==> src/rtl/conv_mac_folded_param.sv <==
// Folded KxK convolution engine: one signed MAC iterated over all taps, one tap per cycle,
// with a runtime-loadable coefficient bank and valid/ready handshakes on both sides.
module conv_mac_folded_param #(
  parameter int DATA_W  = 8,
  parameter int COEF_W  = 8,
  parameter int K       = 3,
  parameter int ACC_W   = 32,
  parameter int ABS_OUT = 0
) (
  input  logic                        clk,
  input  logic                        rst,
  input  logic                        coef_we,
  input  logic [$clog2(K*K)-1:0]      coef_addr,
  input  logic signed [COEF_W-1:0]    coef_wdata,
  input  logic                        in_valid,
  output logic                        in_ready,
  input  logic [K*K*DATA_W-1:0]       in_window,
  output logic                        out_valid,
  input  logic                        out_ready,
  output logic signed [ACC_W-1:0]     out_result,
  output logic                        busy
);

  localparam int N  = K * K;
  localparam int AW = $clog2(N);
  localparam int PW = DATA_W + COEF_W + 1;
  localparam int CENTRE = (N - 1) / 2;

  typedef enum logic [1:0] {
    IDLE = 2'd0,
    RUN  = 2'd1,
    HOLD = 2'd2
  } state_t;

  state_t                     state;
  state_t                     state_nxt;
  logic [AW-1:0]              idx;
  logic signed [ACC_W-1:0]    acc;
  logic [N*DATA_W-1:0]        window;
  logic signed [COEF_W-1:0]   coef [N];

  logic                       accept;
  logic                       last_tap;
  logic                       coef_wr;
  logic [DATA_W-1:0]          pixel;
  logic signed [ACC_W-1:0]    mac_sum;

  // Unsigned pixel widened by one bit so the signed product cannot misread it as negative.
  function automatic logic signed [ACC_W-1:0] tap_product(
    input logic [DATA_W-1:0]        pix,
    input logic signed [COEF_W-1:0] c
  );
    logic signed [PW-1:0] px_ext;
    logic signed [PW-1:0] c_ext;
    logic signed [PW-1:0] prod;
    px_ext = signed'(PW'(pix));
    c_ext  = PW'(c);
    prod   = px_ext * c_ext;
    return ACC_W'(prod);
  endfunction

  // Most-negative value has no positive counterpart and is passed through unchanged.
  function automatic logic signed [ACC_W-1:0] finish_result(
    input logic signed [ACC_W-1:0] s
  );
    if ((ABS_OUT != 0) && (s < 0)) begin
      return -s;
    end
    return s;
  endfunction

  assign in_ready  = (state == IDLE);
  assign busy      = (state != IDLE);
  assign out_valid = (state == HOLD);

  always_comb begin
    accept    = 1'b0;
    last_tap  = 1'b0;
    coef_wr   = 1'b0;
    pixel     = window[32'(idx) * DATA_W +: DATA_W];
    mac_sum   = acc + tap_product(pixel, coef[idx]);
    state_nxt = state;
    case (state)
      IDLE: begin
        accept  = in_valid;
        coef_wr = coef_we && (32'(coef_addr) < N);
        if (in_valid) begin
          state_nxt = RUN;
        end
      end
      RUN: begin
        last_tap = (idx == AW'(N - 1));
        if (last_tap) begin
          state_nxt = HOLD;
        end
      end
      HOLD: begin
        if (out_ready) begin
          state_nxt = IDLE;
        end
      end
      default: state_nxt = IDLE;
    endcase
  end

  always_ff @(posedge clk) begin
    if (rst) begin
      state <= IDLE;
    end else begin
      state <= state_nxt;
    end
  end

  // Window is pure data: captured on acceptance only, so upstream may change it freely afterwards.
  always_ff @(posedge clk) begin
    if (accept) begin
      window <= in_window;
    end
  end

  always_ff @(posedge clk) begin
    if (rst) begin
      idx        <= '0;
      acc        <= '0;
      out_result <= '0;
      for (int i = 0; i < N; i++) begin
        coef[i] <= (i == CENTRE) ? COEF_W'(1 - N) : COEF_W'(1);
      end
    end else begin
      if (coef_wr) begin
        coef[coef_addr] <= coef_wdata;
      end
      if (accept) begin
        acc <= '0;
        idx <= '0;
      end else if (state == RUN) begin
        acc <= mac_sum;
        idx <= idx + 1'b1;
        if (last_tap) begin
          out_result <= finish_result(mac_sum);
        end
      end
    end
  end

endmodule

==> config.mk <==
export PLATFORM = sky130hd
export DESIGN_NAME = conv_mac_folded_param
export DESIGN_NICKNAME = d
export VERILOG_FILES = /design/src/rtl/conv_mac_folded_param.sv
export SDC_FILE = /design/constraint.sdc
export NUM_CORES = 1
export LEC_CHECK = 0
export BUFFER_PORTS_ARGS = -buffer_cell sky130_fd_sc_hd__buf_2
export CAP_MARGIN = 40
export CORE_MARGIN = 5
export CORE_UTILIZATION = 49
export DETAILED_ROUTE_END_ITERATION = 12
export PLACE_DENSITY = 0.7
export RECOVER_POWER = 50
export REMOVE_ABC_BUFFERS = 1
export SETUP_SLACK_MARGIN = 0.3
export SYNTH_ARGS = -nofsm -noshare
export SYNTH_HDL_FRONTEND = slang
export SYNTH_SLANG_ARGS = --single-unit
==> constraint.sdc <==
create_clock -name clk -period 6.5 [get_ports clk]
set_input_delay 1.3 -clock clk [delete_from_list [all_inputs] [get_ports clk]]
set_output_delay 1.3 -clock clk [all_outputs]
set_load 0.01 [all_outputs]
==> out/metrics.cfg, run 1 <==
[die]
initial_core_util=0.497
die_x_um=184
ios=124
die-area_mm2=0.0337
placementRows=63
die_h_um=184
core_mm2=0.0297

[finish]
utilization=0.607
fin_cells=1822
nets=1656
areaGrowthSynthToFinish_pct=22.1
drive_gt1_frac=0.257
final_common_cell=edfxtp_1
final_area_mm2=0.0180
final_cell_mix=edfxtp_1 (200), nand2_1 (139), buf_2 (109), ha_1 (98), and2_1 (81)
fillCellCount=2352

[synthesis]
synth_area_per_cell_um2=12.7
syn_area_mm2=0.0148
syn_inst=1167
ys_ff_latch=274
ys_top_cells_by_area=edfxtp_1 (41%), dfxtp_1 (10%), ha_1 (9.3%), mux4_2 (8.4%), fa_1 (6.9%)
synth_ff_type=edfxtp_1
synth.distinct_cells=64
synth_top_area_share=0.407
postSynth.asyncResetShare=0
yosys.area.top_type=edfxtp_1
yosys_warnings=0
synth_edf_count=200
seq_area_frac_synth=0.507

[global_route]
antenna_found_initial=2
grt_pass1_wl_um=52800
grt_max_degree=73
grt_pass1_vias=10044
grt-ovfl-total=0
grt_usage=0.198

[clock_network]
cts_root_buffer=clkbuf_16
h-tree-depth=1
hold_buffers=0
clkLatencyLatePin_ns=0.57
cts_buffers=30
clk_pin_slew_worst_paths_ns=0.06
cts_tree=yes
clock-sinks=274
clk_path_buf_depth=3

[power]
powerDensity_mw_per_mm2=352
p_total_mw=6.35
total_leakage_power_nw=7.38
peakVddDrop_uv=434

[setup_path]
cp_max_fo=7
crit_chain=buf_12 -> buf_12 -> mux4_2 -> mux4_2 -> nand2_2 -> fa_1 -> inv_1 -> fa_1 -> fa_1 -> fa_1 -> fa_2 -> ha_4 -> buf_6 -> o211ai_1 -> a21boi_1 -> o21bai_1 -> a21boi_1 -> o21ai_2 -> a2111oi_2 -> a311o_1
crit_top_cell=fa_1
slowest_stage=mux4_2
cp-end-kind=flop
critPathRequiredTime_ns=6.95
arrival_ns=6.64
start_kind=flop
critPathKind=flop to flop
cpPeakStageDelay_ns=0.61

[detailed_routing]
drt-initial-drc-count=655
via_per_inst=5.38
drc_errors=0
route.antenna.remaining_nets=0
first_pass_iters=5
drt_wl_total_um=34100
wl_per_cell_um=18.7
num_vias=9803

[place]
place_congestion=0.881
port_buffers=123
placed_cell_area_mm2=0.0164
post-place-ws_ns=-0.0193
hpwl_um=23900
post-place-cells=1743

[timing]
setup_violations=0
skew_ns=0.0133
fin_crit_sh=0.952
finalSetupTns_ns=0
finalMaxSlewViolations=73
slew_headroom=-1.51
finalWorstSetupSlack_ns=0.310
period_needed_ns=6.19
fmax_ghz=0.162
worst_pin_slew_ns=3.77
whs_ns=0.449
rsz0062_at_grt=yes
hold_viol=0

[status]
violations=capacitance limit, slew limit
outcome=finished with violations

[worst_hold_path]
hp-class=flop to flop
hp-start=out_result[23]$_SDFFE_PP0P_

[run]
maxCapViolCount=1

[metal layers]
metal,global-route usage,wire length [um]
met5,0,0
met4,0.0501,827
met3,0.0326,1810
met2,0.350,17700
met1,0.255,13700
[final cells by class]
| class | count | area [um2] | area share |
|---|---|---|---|
| Antenna cell | 2 | 5.00 | 0.000277 |
| Tap cell | 390 | 488 | 0.0271 |
| Clock buffer | 32 | 768 | 0.0426 |
| Inverter | 82 | 308 | 0.0171 |
| Sequential cell | 274 | 7490 | 0.415 |
| Multi-Input combinational cell | 823 | 7400 | 0.410 |
| Clock inverter | 24 | 347 | 0.0192 |
| Timing Repair Buffer | 195 | 1240 | 0.0685 |
[final timing paths]
check        slack (ns)  cells after the start                           to
max                0.31                     20  out_result[14]$_SDFFE_PP0P_
min                0.45                      2  out_result[23]$_SDFFE_PP0P_
max reg2reg        0.31                     20  out_result[14]$_SDFFE_PP0P_
min reg2reg        0.45                      2  out_result[23]$_SDFFE_PP0P_
[registers in the layout, summed over array words and instances (netlist names), named ones only]
signal	cells
coef	128
window	72
acc	32
out_result	32
idx	4
state	2
[kinds of logic after synthesis]
| kind of cell | synth area share |
|---|---|
| mux | 0.0907 |
| flops | 0.507 |
| other cells | 0.000254 |
| compound gates | 0.0606 |
| fa+ha+maj | 0.162 |
| buf+inv | 0.0351 |
| simple gates | 0.129 |
| xor+xnor | 0.0154 |
[cells in the mapped netlist, types with 3 or more instances]
cell type,number
edfxtp_1,200
nand2_1,144
ha_1,110
and2_1,95
inv_1,82
dfxtp_1,74
a21oi_1,62
mux4_2,55
fa_1,51
nor2_1,32
clkbuf_1,28
nand3_1,24
o21ai_0,19
nand2b_1,16
xnor2_1,15
xor2_1,11
a21o_1,10
mux2i_1,9
nor3_1,9
or2_2,8
a211oi_1,7
and3_1,7
buf_1,6
nand4_1,6
o21ai_1,6
or3_1,6
or4_1,5
a21boi_0,4
buf_2,4
nor2b_1,4
o211ai_1,4
a2111oi_0,3
a311o_1,3
buf_6,3
nand3b_1,3
nor4b_2,3
o21bai_1,3
o311ai_0,3
o31ai_1,3
[critical path: cells and delay by family, from the launching register on]
kind            cells  cell delay, ns
flops               1            0.39
buf+inv             4            0.47
simple gates        1            0.13
compound gates      7            1.28
mux                 2            1.11
fa+ha+maj           6            2.68
[power breakdown]
part           internal [mW]  leakage, nW  total [mW]  switching, mW
Sequential              1.99         2.53        2.02         0.0381
Combinational           1.18         4.31        2.44           1.26
Clock                   1.15        0.539        1.89          0.742
Total                   4.31         7.38        6.35           2.04
[what timing repair did]
action,CTS,global route
pin swaps,32,37
buffers inserted,11,10
setup endpoints to repair,32,36
gates resized for setup,40,54
Note: power is estimated with default switching activity, not from simulation.
==> inputs of run 2 (changes only) <==
Settings changed: PLACE_DENSITY 0.7 to 0.67.
Clock period 6.5 ns to 6.72 ns, I/O delays scaled along.
==> run 2 against run 1 <==
  * Sequential power is 3% lower
  * Critical endpoint is now out_result[31]$_SDFFE_PP0P_
  * Final cell count is 0.66% lower
  * Utilization is 1.3 points lower
  * Final area is 2.1% lower
  * Critical path type unchanged
  * The run still ends with capacitance limit, slew limit left
  * Maximum frequency is 3.9% lower
  * Via count is 0.24% lower
  * Die area stayed put
  * Global-route usage is 0.076 points lower
  * Critical path depth is 1 higher
==> out/metrics.cfg, run 2 (synthesis results as in run 1) <==
[status]
outcome=finished with violations
violations=capacitance limit, slew limit

[power]
powerDensity_mw_per_mm2=320
peakVddDrop_uv=265
total_leakage_power_nw=7.23
p_total_mw=5.66

[timing]
slew_headroom=-1.61
worst_pin_slew_ns=3.92
finalWorstSetupSlack_ns=0.281
rsz0062_at_grt=yes
setup_violations=0
period_needed_ns=6.44
hold_viol=0
finalSetupTns_ns=0
skew_ns=0.0218
fmax_ghz=0.155
whs_ns=0.449
finalMaxSlewViolations=115
fin_crit_sh=0.958

[setup_path]
reg2reg_to=out_result[31]$_SDFFE_PP0P_
arrival_ns=6.77
critPathRequiredTime_ns=7.05
cp_max_fo=7
worst-r2r-setup-slack_ns=0.28
r2r_cells=21
cp-end-kind=flop
critPathKind=flop to flop
start_kind=flop
critPathCapture=out_result[31]$_SDFFE_PP0P_

[clock_network]
clk_path_buf_depth=3
cts_tree=yes
cts_buffers=30
h-tree-depth=1
clkLatencyLatePin_ns=0.56
cts_root_buffer=clkbuf_16
hold_buffers=0
clk_pin_slew_worst_paths_ns=0.06
clock-sinks=274

[global_route]
grt_usage=0.197
grt-ovfl-total=0
grt_pass1_wl_um=52600
antenna_found_initial=4
grt_max_degree=74
grt_pass1_vias=9899

[die]
die_h_um=184
ios=124
initial_core_util=0.497
die-area_mm2=0.0337
placementRows=63
die_x_um=184
core_mm2=0.0297

[place]
post-place-ws_ns=0.201
post-place-cells=1733
placed_cell_area_mm2=0.0163
hpwl_um=23700
port_buffers=123
place_congestion=0.845

[detailed_routing]
route.antenna.remaining_nets=0
via_per_inst=5.40
wl_per_cell_um=18.7
drt-initial-drc-count=677
num_vias=9779
first_pass_iters=5
drt_wl_total_um=33900
drc_errors=0

[finish]
largest_reg_flops=128
nets=1646
areaGrowthSynthToFinish_pct=19.6
drive_gt1_frac=0.228
final_area_mm2=0.0177
fillCellCount=2394
regMostFlops=coef
reg_top3=coef x128, window x72
final_cell_mix=edfxtp_1 (200), nand2_1 (141), buf_2 (108), ha_1 (101), and2_1 (86)
utilization=0.595
fin_cells=1810
final_common_cell=edfxtp_1

[run]
maxCapViolCount=2

[worst_hold_path]
hp-class=flop to flop

## run 2: changes by cell type in the layout (fill, tap and decap cells not counted), moves of 4 or more
cell	change
and2_1	+5
and2_0	-6
buf_4	-9
clkbuf_1	+6
a21oi_2	-4
bufinv_16	-4
nand3_1	+4
a21oi_1	+6
nand3_2	-4
## run 2: worst max-delay path: stages (launching register included)
cell      delay (ns)
dfxtp_4         0.39
buf_12          0.15
buf_6           0.10
mux4_2          0.47
mux4_2          0.50
and2_4          0.19
fa_1            0.55
inv_2           0.05
fa_1            0.53
inv_1           0.05
fa_1            0.49
fa_1            0.44
fa_1            0.55
ha_4            0.30
nand3_1         0.08
o211ai_1        0.27
and3_1          0.23
o211ai_1        0.11
a31oi_1         0.27
o22ai_1         0.14
xnor2_1         0.24
a211oi_2        0.10
## run 2: how the worst min path moves through the flow
stage                                startpoint                           to  slack [ns]  cells after the start
floorplan                  acc[19]$_SDFFE_PP0P_         acc[19]$_SDFFE_PP0P_        0.44                      2
finish              out_result[20]$_SDFFE_PP0P_  out_result[20]$_SDFFE_PP0P_        0.45                      2
global placement    out_result[20]$_SDFFE_PP0P_  out_result[20]$_SDFFE_PP0P_        0.44                      2
detailed placement  out_result[26]$_SDFFE_PP0P_  out_result[26]$_SDFFE_PP0P_        0.44                      2
global route         out_result[9]$_SDFFE_PP0P_   out_result[9]$_SDFFE_PP0P_        0.47                      2
CTS                 out_result[26]$_SDFFE_PP0P_  out_result[26]$_SDFFE_PP0P_        0.45                      2
## run 2: what timing repair did
action / CTS / global route
setup endpoints to repair: 17 / 32
resized for setup: 13 / 44
cloned: 2 / 2
pin swaps: 12 / 34
setup buffers: 4 / 13
## run 2: layout make-up
cell class / instances / area, um2 / area share
sequential: 274 / 7490 / 0.424
multi-input combinational: 823 / 7200 / 0.408
timing repair buffer: 185 / 1230 / 0.0695
clock buffer: 40 / 788 / 0.0446
tap: 390 / 488 / 0.0276
inverter: 82 / 308 / 0.0174
clock inverter: 14 / 158 / 0.00892
antenna: 2 / 5.00 / 0.000283
## run 2: per-layer routing
metal / up-vias / track usage / share of wire
li1: 4612 / - / -
met1: 4854 / 0.260 / 0.41
met2: 248 / 0.338 / 0.51
met3: 65 / 0.0299 / 0.050
met4: 0 / 0.0599 / 0.026
met5: - / 0 / 0
## run 2: where the power goes
part	internal, mW	total (mW)	switching [mW]	leakage [nW]
Clock	0.935	1.59	0.655	0.457
Sequential	1.92	1.96	0.0362	2.53
Combinational	0.984	2.11	1.12	4.24
Total	3.84	5.66	1.82	7.23
